## src/rtl/hazard_scoreboard_pkg.sv

```systemverilog
// Shared pipeline definitions for the hazard scoreboard: opcode/funct
// constants, the scoreboard entry payload and the forward-select encoding.
package hazard_scoreboard_pkg;

  // Opcodes and functs that decode hands to the scoreboard.
  localparam logic [5:0] OP_LW    = 6'h23;
  localparam logic [5:0] OP_LBU   = 6'h24;
  localparam logic [5:0] OP_JAL   = 6'h03;
  localparam logic [5:0] FN_MULT  = 6'h18;
  localparam logic [5:0] FN_MULTU = 6'h19;
  localparam logic [5:0] FN_DIV   = 6'h1a;
  localparam logic [5:0] FN_DIVU  = 6'h1b;

  // Widest register index an entry can hold; narrower indices are zero-extended.
  localparam int unsigned RW_MAX = 8;

  // Forward select value meaning "read the register file".
  localparam int unsigned FWD_RF = 0;

  // One in-flight destination.
  typedef struct packed {
    logic              v;
    logic [RW_MAX-1:0] wd;
    logic              ld;
  } sb_entry_t;

endpackage

```

## src/rtl/hazard_src_match.sv

```systemverilog
// Youngest-match priority encoder for one source operand.
//   used/src  : operand read enable and register index
//   stg       : scoreboard entries, index 1 = EX (youngest)
//   sel       : stage of youngest matching producer, 0 = register file
//   ld_hit    : youngest producer is a load not yet forwardable
module hazard_src_match
  import hazard_scoreboard_pkg::*;
#(
  parameter int unsigned RW         = 5,
  parameter int unsigned DEPTH      = 3,
  parameter int unsigned LOAD_STAGE = 2,
  parameter int unsigned FW         = 2
) (
  input  logic                  used,
  input  logic [RW-1:0]         src,
  input  sb_entry_t [DEPTH:1]   stg,
  output logic [FW-1:0]         sel,
  output logic                  ld_hit
);

  // Scan oldest to youngest so the youngest match overwrites the result.
  always_comb begin
    sel    = FW'(FWD_RF);
    ld_hit = 1'b0;
    for (int k = int'(DEPTH); k >= 1; k--) begin
      if (used && (src != '0) && stg[k].v && (stg[k].wd == RW_MAX'(src))) begin
        sel    = FW'(k);
        ld_hit = stg[k].ld && (k < int'(LOAD_STAGE));
      end
    end
  end

endmodule

```

## src/rtl/hazard_scoreboard.sv

```systemverilog
// Clocked hazard scoreboard between ID decode and the EX operand muxes.
// Tracks in-flight destinations for DEPTH stages, produces per-operand
// forward selects, load-use stalls and mult/div HI/LO structural stalls.
//   clk, rst_n          : clock, async active-low reset
//   id_*                : ID-stage instruction attributes
//   flush               : squash the ID instruction this cycle
//   stall, issue        : hold IF/ID + bubble EX / ID instruction proceeds
//   fwd_a, fwd_b        : operand selects, 0 = regfile, k = stage k result
//   md_busy             : mult/div unit occupied
module hazard_scoreboard
  import hazard_scoreboard_pkg::*;
#(
  parameter int unsigned RW         = 5,
  parameter int unsigned DEPTH      = 3,
  parameter int unsigned LOAD_STAGE = 2,
  parameter int unsigned MD_LAT     = 4,
  parameter int unsigned FW         = $clog2(DEPTH + 1)
) (
  input  logic          clk,
  input  logic          rst_n,
  input  logic          id_valid,
  input  logic          id_rs_used,
  input  logic [RW-1:0] id_rs,
  input  logic          id_rt_used,
  input  logic [RW-1:0] id_rt,
  input  logic          id_wr,
  input  logic [RW-1:0] id_wd,
  input  logic          id_is_load,
  input  logic          id_md_start,
  input  logic          id_md_read,
  input  logic          flush,
  output logic          stall,
  output logic          issue,
  output logic [FW-1:0] fwd_a,
  output logic [FW-1:0] fwd_b,
  output logic          md_busy
);

  localparam int unsigned MW = $clog2(MD_LAT + 1);

  sb_entry_t [DEPTH:1] stg;
  logic [MW-1:0]       md_cnt;
  logic                ld_a, ld_b;
  logic                md_haz;

  hazard_src_match #(
    .RW(RW), .DEPTH(DEPTH), .LOAD_STAGE(LOAD_STAGE), .FW(FW)
  ) u_match_a (
    .used   (id_rs_used),
    .src    (id_rs),
    .stg    (stg),
    .sel    (fwd_a),
    .ld_hit (ld_a)
  );

  hazard_src_match #(
    .RW(RW), .DEPTH(DEPTH), .LOAD_STAGE(LOAD_STAGE), .FW(FW)
  ) u_match_b (
    .used   (id_rt_used),
    .src    (id_rt),
    .stg    (stg),
    .sel    (fwd_b),
    .ld_hit (ld_b)
  );

  // Stall ignores flush so a redirect never masks a pending hazard.
  always_comb begin
    md_busy = (md_cnt != '0);
    md_haz  = (id_md_start | id_md_read) & md_busy;
    stall   = id_valid & (ld_a | ld_b | md_haz);
    issue   = id_valid & ~stall & ~flush;
  end

  // Destination shift register; a non-writing or squashed ID slot enters as a bubble.
  always_ff @(posedge clk or negedge rst_n) begin
    if (!rst_n) begin
      stg <= '0;
    end else begin
      for (int k = int'(DEPTH); k >= 2; k--) begin
        stg[k] <= stg[k-1];
      end
      if (issue && id_wr && (id_wd != '0)) begin
        stg[1] <= '{v: 1'b1, wd: RW_MAX'(id_wd), ld: id_is_load};
      end else begin
        stg[1] <= '0;
      end
    end
  end

  // Mult/div occupancy counter, loaded on issue and saturating at zero.
  always_ff @(posedge clk or negedge rst_n) begin
    if (!rst_n) begin
      md_cnt <= '0;
    end else if (issue && id_md_start) begin
      md_cnt <= MW'(MD_LAT);
    end else if (md_cnt != '0) begin
      md_cnt <= md_cnt - MW'(1);
    end
  end

endmodule
```

## config.mk

```make
export PLATFORM = sky130hd
export DESIGN_NAME = hazard_scoreboard
export DESIGN_NICKNAME = d
export VERILOG_FILES = /design/src/rtl/hazard_scoreboard_pkg.sv /design/src/rtl/hazard_src_match.sv /design/src/rtl/hazard_scoreboard.sv
export SDC_FILE = /design/constraint.sdc
export NUM_CORES = 1
export LEC_CHECK = 0
export CAP_MARGIN = 20
export CORE_AREA = 2 2 52 54
export CTS_CLUSTER_DIAMETER = 60
export DETAILED_ROUTE_END_ITERATION = 16
export DIE_AREA = 0 0 54 56
export DONT_BUFFER_PORTS = 1
export PLACE_DENSITY = 0.68
export SLEW_MARGIN = 15
export SYNTH_ARGS = -nofsm -noshare
export SYNTH_HDL_FRONTEND = slang
export SYNTH_SLANG_ARGS = --single-unit
```

## constraint.sdc

```tcl
create_clock -name clk -period 1.7 [get_ports clk]
set_clock_uncertainty 0.2 [all_clocks]
set_input_delay 0.17 -clock clk [delete_from_list [all_inputs] [get_ports clk]]
set_output_delay 0.17 -clock clk [all_outputs]
set_load 0.05 [all_outputs]
```

* Yosys cells after proc, flatten, opt, wreduce, memory -nomap -nowiden
Cells that the tools add are included.
** Storage, ports and cells
- Memories :: 0
- Bits in latches :: 0
- RAM bits :: 0
- ROM bits :: 0
- Logic and storage cells :: 57
- Register bits after elaboration :: 31
** Operators by class
- Mux-type cells :: 11
- Eq/ne operators :: 6
- Magnitude comparators :: 0
- Reduce and logical (&&, ||, !) cells :: 22
- Shifts and indexed selects :: 0
- Add/subtract/negate cells :: 1
- Bitwise logic cells :: 9
- Multipliers :: 0
- Div/mod/pow operators :: 0
** Operator list (number)
- equality test 8 x 5 -> 1 bit :: 6
- logical AND 1 bit :: 17
- nonzero test 5 bit :: 3
- 2-to-1 mux 2 bit :: 6
- 2-to-1 mux 10 bit :: 1
- 2-to-1 mux 3 bit :: 2
- bitwise AND 1 bit :: 4
- OR 1 bit :: 3
- nonzero test 3 bit :: 1
- subtractor 3 x 1 -> 3 bit, second input constant :: 1
- 2-to-1 mux 1 bit :: 2
- NOT 1 bit :: 2
- nonzero test 2 bit :: 1

* Longest topological paths before layout
- Word-level depth :: 14
- Depth in mapped cells :: 7
- Mapped depth without buffers :: 7

* Cells and area by module
Synthesis repeated with hierarchy kept, for this count alone.
** Unflattened totals
- Cell total of the unflattened synthesis :: 113
- Area, all modules :: 1298.7 um^2
** Modules (own cells, without submodules)
- hazard_scoreboard :: sequential area each 600.6 um^2, cells an instance 53, area each 808.3 um^2, instances 1
- hazard_src_match :: sequential area each 0.0 um^2, cells an instance 30, area each 245.2 um^2, instances 2

* Least setup slack after synthesis
OpenSTA, ideal clock, no wires.
- Path type :: input to output
- Start point :: input port id_rt[4]
- End point :: output port fwd_b[0]
- Path buffers :: 0
- Path slack :: -1204 ps
- Data arrival time :: 2534 ps
- Stages on the path :: 4
- Cells stage by stage :: or4_4 o21ai_4 nor3_1 o41ai_1
** On the way
- Word-level cells in the longest chain between the ends :: 7
** RTL lines
- from (decl) :: RTL line hazard_scoreboard.sv:25 : input logic [RW-1:0] id_rt,
- nonzero test 5 bit :: RTL line hazard_src_match.sv:26 : if (used && (src != '0) && stg[k].v && (stg[k].wd == RW_MAX'(src))) begin
- logical AND 1 bit (3 in series) :: RTL line hazard_src_match.sv:26
- 2-to-1 mux 2 bit (2 in series) :: RTL line hazard_src_match.sv:26
- 2-to-1 mux 2 bit * :: RTL line hazard_src_match.sv:26
- to (decl) :: RTL line hazard_scoreboard.sv:35 : output logic [FW-1:0] fwd_b,
Mark *: on every way between the ends. The rest lies on a longest branch, timed or not.

* Worst setup path in the final report
- Start point :: register, netlist name stg[3]
- End point :: output port stall
** On the way
- Word-level cells in the longest chain between the ends :: 6
** RTL lines
- equality test 8 x 5 -> 1 bit :: RTL line hazard_src_match.sv:26
- logical AND 1 bit :: RTL line hazard_src_match.sv:26
- 2-to-1 mux 1 bit :: RTL line hazard_src_match.sv:26
- OR 1 bit * (2 in series) :: RTL line hazard_scoreboard.sv:70 : stall = id_valid & (ld_a | ld_b | md_haz);
- bitwise AND 1 bit * :: RTL line hazard_scoreboard.sv:70
- to (decl) :: RTL line hazard_scoreboard.sv:32 : output logic stall,
Marks and branches as above.

==> summary.md <==
The tools report the first-pass GRT wire length as 4710 um. The worst slack after detailed placement is -0.318 ns, and the clock network latency to the later pin of the worst-skew pair is 0.30 ns. The cell area power density was 874 mW/mm2. The logs give 0.902 nW for the static leakage and 2180 um for the half-perimeter wire length after detailed placement. The tools report the final critical-path setup slack as -0.577 ns. Number of placed instances with taps included: 169.

The logs give 0 for the initial antenna violation count and 9 for the detailed router's first-iteration violation count. The count of H-tree levels built during CTS came out at 1. The critical path starts at stg[3]. In this run the cell area of the synthesized design comes to 0.00127 mm2.

For the pin with the worst max-slew slack, the measured transition is 0.959 ns. The non-filler instance count after layout was 192; the count of input and output buffers was 0. The final number of max-transition violations is 0. 32 I/O pins were placed.

The tools report the largest vdd supply drop as 1.33 mV. Of the cells placed in the final design, the portion with a size suffix greater than 1 is 39.5%. The run gives 551 um2 as the register area. The number of buffers on the longest clock path is 2.

In this run the biggest area consumer among cell types represents 43.4% of the synthesized area. The internal reg-to-reg setup slack is -0.34 ns. The dominant register cell in the synthesized netlist was sky130_fd_sc_hd__dfrtp_1. Once detail routing completed, the nets flagged for antenna violations numbered 0.

For the number of unique standard cell types used by synthesis, the log shows 29. The final design utilization came out at 77.9%. Root buffer cell: sky130_fd_sc_hd__clkbuf_4.

The first TritonRoute pass finished after 3 iterations. STA puts the critical path data required time at 1.33 ns. The cell with the most instances after synthesis is sky130_fd_sc_hd__dfrtp_1. The worst register-to-register path begins at stg[3]. In the global route stage, met3 resource usage came out at 2.42%.

The min-delay analysis places its worst path in the category input port to flop. The global-route congestion overflow total is 0. For the clock sink count, the log shows 22.

The run gives 3020 um as the final wirelength. Across every metal layer, demand over resource in global routing totals 21.4%. Post-synthesis average cell area: 10.9 um2. For the number of global-route vias before repair, the log shows 1117.

In the final routed layout, each cell accounts on average for 15.7 um. Number of warnings printed during yosys synthesis: 0. The run gives 0.00302 mm2 as the die area. The site row count was 18; the met2 global-route usage was 38.5%.

The net count of the finished layout is 190. Sorting the synthesized cells by how often they occur yields sky130_fd_sc_hd__dfrtp_1 (22), sky130_fd_sc_hd__xor2_1 (17), sky130_fd_sc_hd__xnor2_1 (14), sky130_fd_sc_hd__nand3_1 (8), sky130_fd_sc_hd__nand2_1 (7). Sorting the synthesized cells by area gives the leading types as sky130_fd_sc_hd__dfrtp_1 (43%), sky130_fd_sc_hd__xor2_1 (12%), sky130_fd_sc_hd__xnor2_1 (9.7%). The multi-input logic area was 820 um2; the placer's final routability congestion estimate was 0.808. In this run the vertical extent of the chip is 56 um.

The synthesized design contains 0 enable-type register cells. The number of nets in the synthesized netlist is 143. Counting every instance in the synthesized netlist gives 116. The final period demand of the worst path works out to 2.28 ns. For this run, the top clock speed supported by timing is 0.439 GHz. The ratio of final minimum period to clock period is 134%, and the arrival time of the worst setup path is 1.91 ns. The final-report hold violation count is 0, and the clock edge transition at the registers on the reported setup and hold paths is 0.11 ns. Fill cells in the final layout number 147. TritonCTS built the clock tree.

The startpoint identified for the worst hold timing path is flush. The critical path in this run is classified as flop to output port. The post-detailed-route DRC marker count came out at 0. STA classifies the critical path endpoint as an output port. The ratio of routed vias to standard cells is 5.51, and the pin count of the biggest net entering global routing is 23. For this block, the via count after detailed routing is 1058.

The synthesized flop and latch total is 22. The logs give 3 for the number of buffers inserted during clock tree synthesis and 0 for the count of antenna diodes in the layout. In this run the worst path has a maximum fanout of 4.

Number of max-cap violations: 0. Setup violations remaining at the end of the flow were counted as 16. Setup repair after global routing could not meet its margin everywhere. After synthesis, the share of flip-flops with an asynchronous set or reset is 100%. For this configuration, the core starts out at a cell density of 52.1%. The global routing stage identified its most utilized layer as met2. Compared with the post-synthesis result, the final layout area differs by 49.6%. For this run, global-route usage on met1 was measured as 25.6%.

The worst setup path is launched from a flop. Sequential element share of the synthesized area: 43.4%. Summed over all instances, the cell type with the most area after synthesis is sky130_fd_sc_hd__dfrtp_1. The checks that failed: setup timing. The x dimension of the die works out to 54 um. For the area of the placeable core, the log shows 0.00243 mm2. The run finished, with violations left. Headroom to the max-slew limit came out at 35.9%.
report_power, final:
group,internal [W],switching [W],leakage (nW),total (W)
Sequential,0.000581,0.0000493,0.299,0.000630
Clock,0.000131,0.000150,0.0210,0.000280
Combinational,0.000376,0.000370,0.582,0.000746
Total,0.00109,0.000569,0.902,0.00166
routing by layer:
layer  part of all wire, %  wire length, um  up-vias
met1                    39             1190      522
met4                  0.89               27        0
met2                    55             1670       29
met3                   4.3              129        4
li1                      -                -      503
met5                     0                0        -
timing repair:
| item | in CTS | in global routing |
|---|---|---|
| buffers inserted | 3 | 7 |
| hold endpoints to repair | 30 | 0 |
| pin swaps | 9 | 12 |
| hold buffers | 11 | 0 |
| gates cloned | 0 | 0 |
| setup endpoints to repair | 17 | 17 |
| resized for setup | 11 | 11 |
critical path: stages, from the launching register on:
cell                       delay [ns]
sky130_fd_sc_hd__dfrtp_1         0.43
sky130_fd_sc_hd__xor2_1          0.16
sky130_fd_sc_hd__nor4_2          0.38
sky130_fd_sc_hd__nand4b_4        0.16
sky130_fd_sc_hd__a21boi_4        0.23
sky130_fd_sc_hd__o21a_4          0.24
worst paths after layout:
kind                              to  cells after the start
setup reg to reg           md_cnt[2]                      8
max in group asynchronous    stg[23]                      1
min in group asynchronous    stg[11]                      1
setup / recovery               stall                      5
hold / removal                stg[2]                      4
hold reg to reg              stg[29]                      0
kinds of logic after synthesis:
group	after synthesis	synth area share (%)
simple gates	42	21.2
xor+xnor	31	21.4
flops	22	43.4
compound gates	13	9.58
buf+inv	6	2.37
fa+ha+maj	2	1.97
state kept, by name (all words and copies together), names as in the netlist:
name and flops:
md_cnt 3, stg 19
through the flow:
| stage | hold slack (ns) | TNS (ns) | total power (W) | cell area [um2] |
|---|---|---|---|---|
| after floorplan | -0.326 | -2.12 | 0.00105 | 1340 |
| after global placement | -0.325 | -3.09 | 0.00123 | 1590 |
| after detailed placement | -0.325 | -3.81 | 0.00125 | 1590 |
| after CTS | 0.00304 | -5.41 | 0.00158 | 1810 |
| after global routing | 0.0149 | -7.18 | 0.00176 | 1900 |
| final | 0.0189 | -5.46 | 0.00166 | 1900 |
layout make-up:
| type | instances | share of cell area (%) |
|---|---|---|
| clock buffer | 4 | 1.91 |
| inverter | 4 | 0.924 |
| timing repair buffer | 44 | 22.9 |
| multi-input combinational | 88 | 43.2 |
| sequential | 22 | 29.0 |
| tap | 30 | 1.98 |
placed cells by master, fill, tap and decap left out, types with 2 or more instances in the layout:
cell                            instances
sky130_fd_sc_hd__nand2_1                5
sky130_fd_sc_hd__o21a_1                 2
sky130_fd_sc_hd__o21ai_0                3
sky130_fd_sc_hd__xor2_1                17
sky130_fd_sc_hd__nor4_2                 3
sky130_fd_sc_hd__dfrtp_1               22
sky130_fd_sc_hd__buf_4                 22
sky130_fd_sc_hd__nor3_1                 2
sky130_fd_sc_hd__nand4_1                5
sky130_fd_sc_hd__or4_1                  2
sky130_fd_sc_hd__nand3_1                8
sky130_fd_sc_hd__xnor2_1               14
sky130_fd_sc_hd__buf_6                  7
sky130_fd_sc_hd__dlygate4sd3_1         11
sky130_fd_sc_hd__a21boi_4               2
sky130_fd_sc_hd__nor3_2                 6
sky130_fd_sc_hd__inv_2                  2
sky130_fd_sc_hd__clkbuf_4               3
sky130_fd_sc_hd__buf_12                 4
No activity file was read; power rests on OpenSTA's default activity.
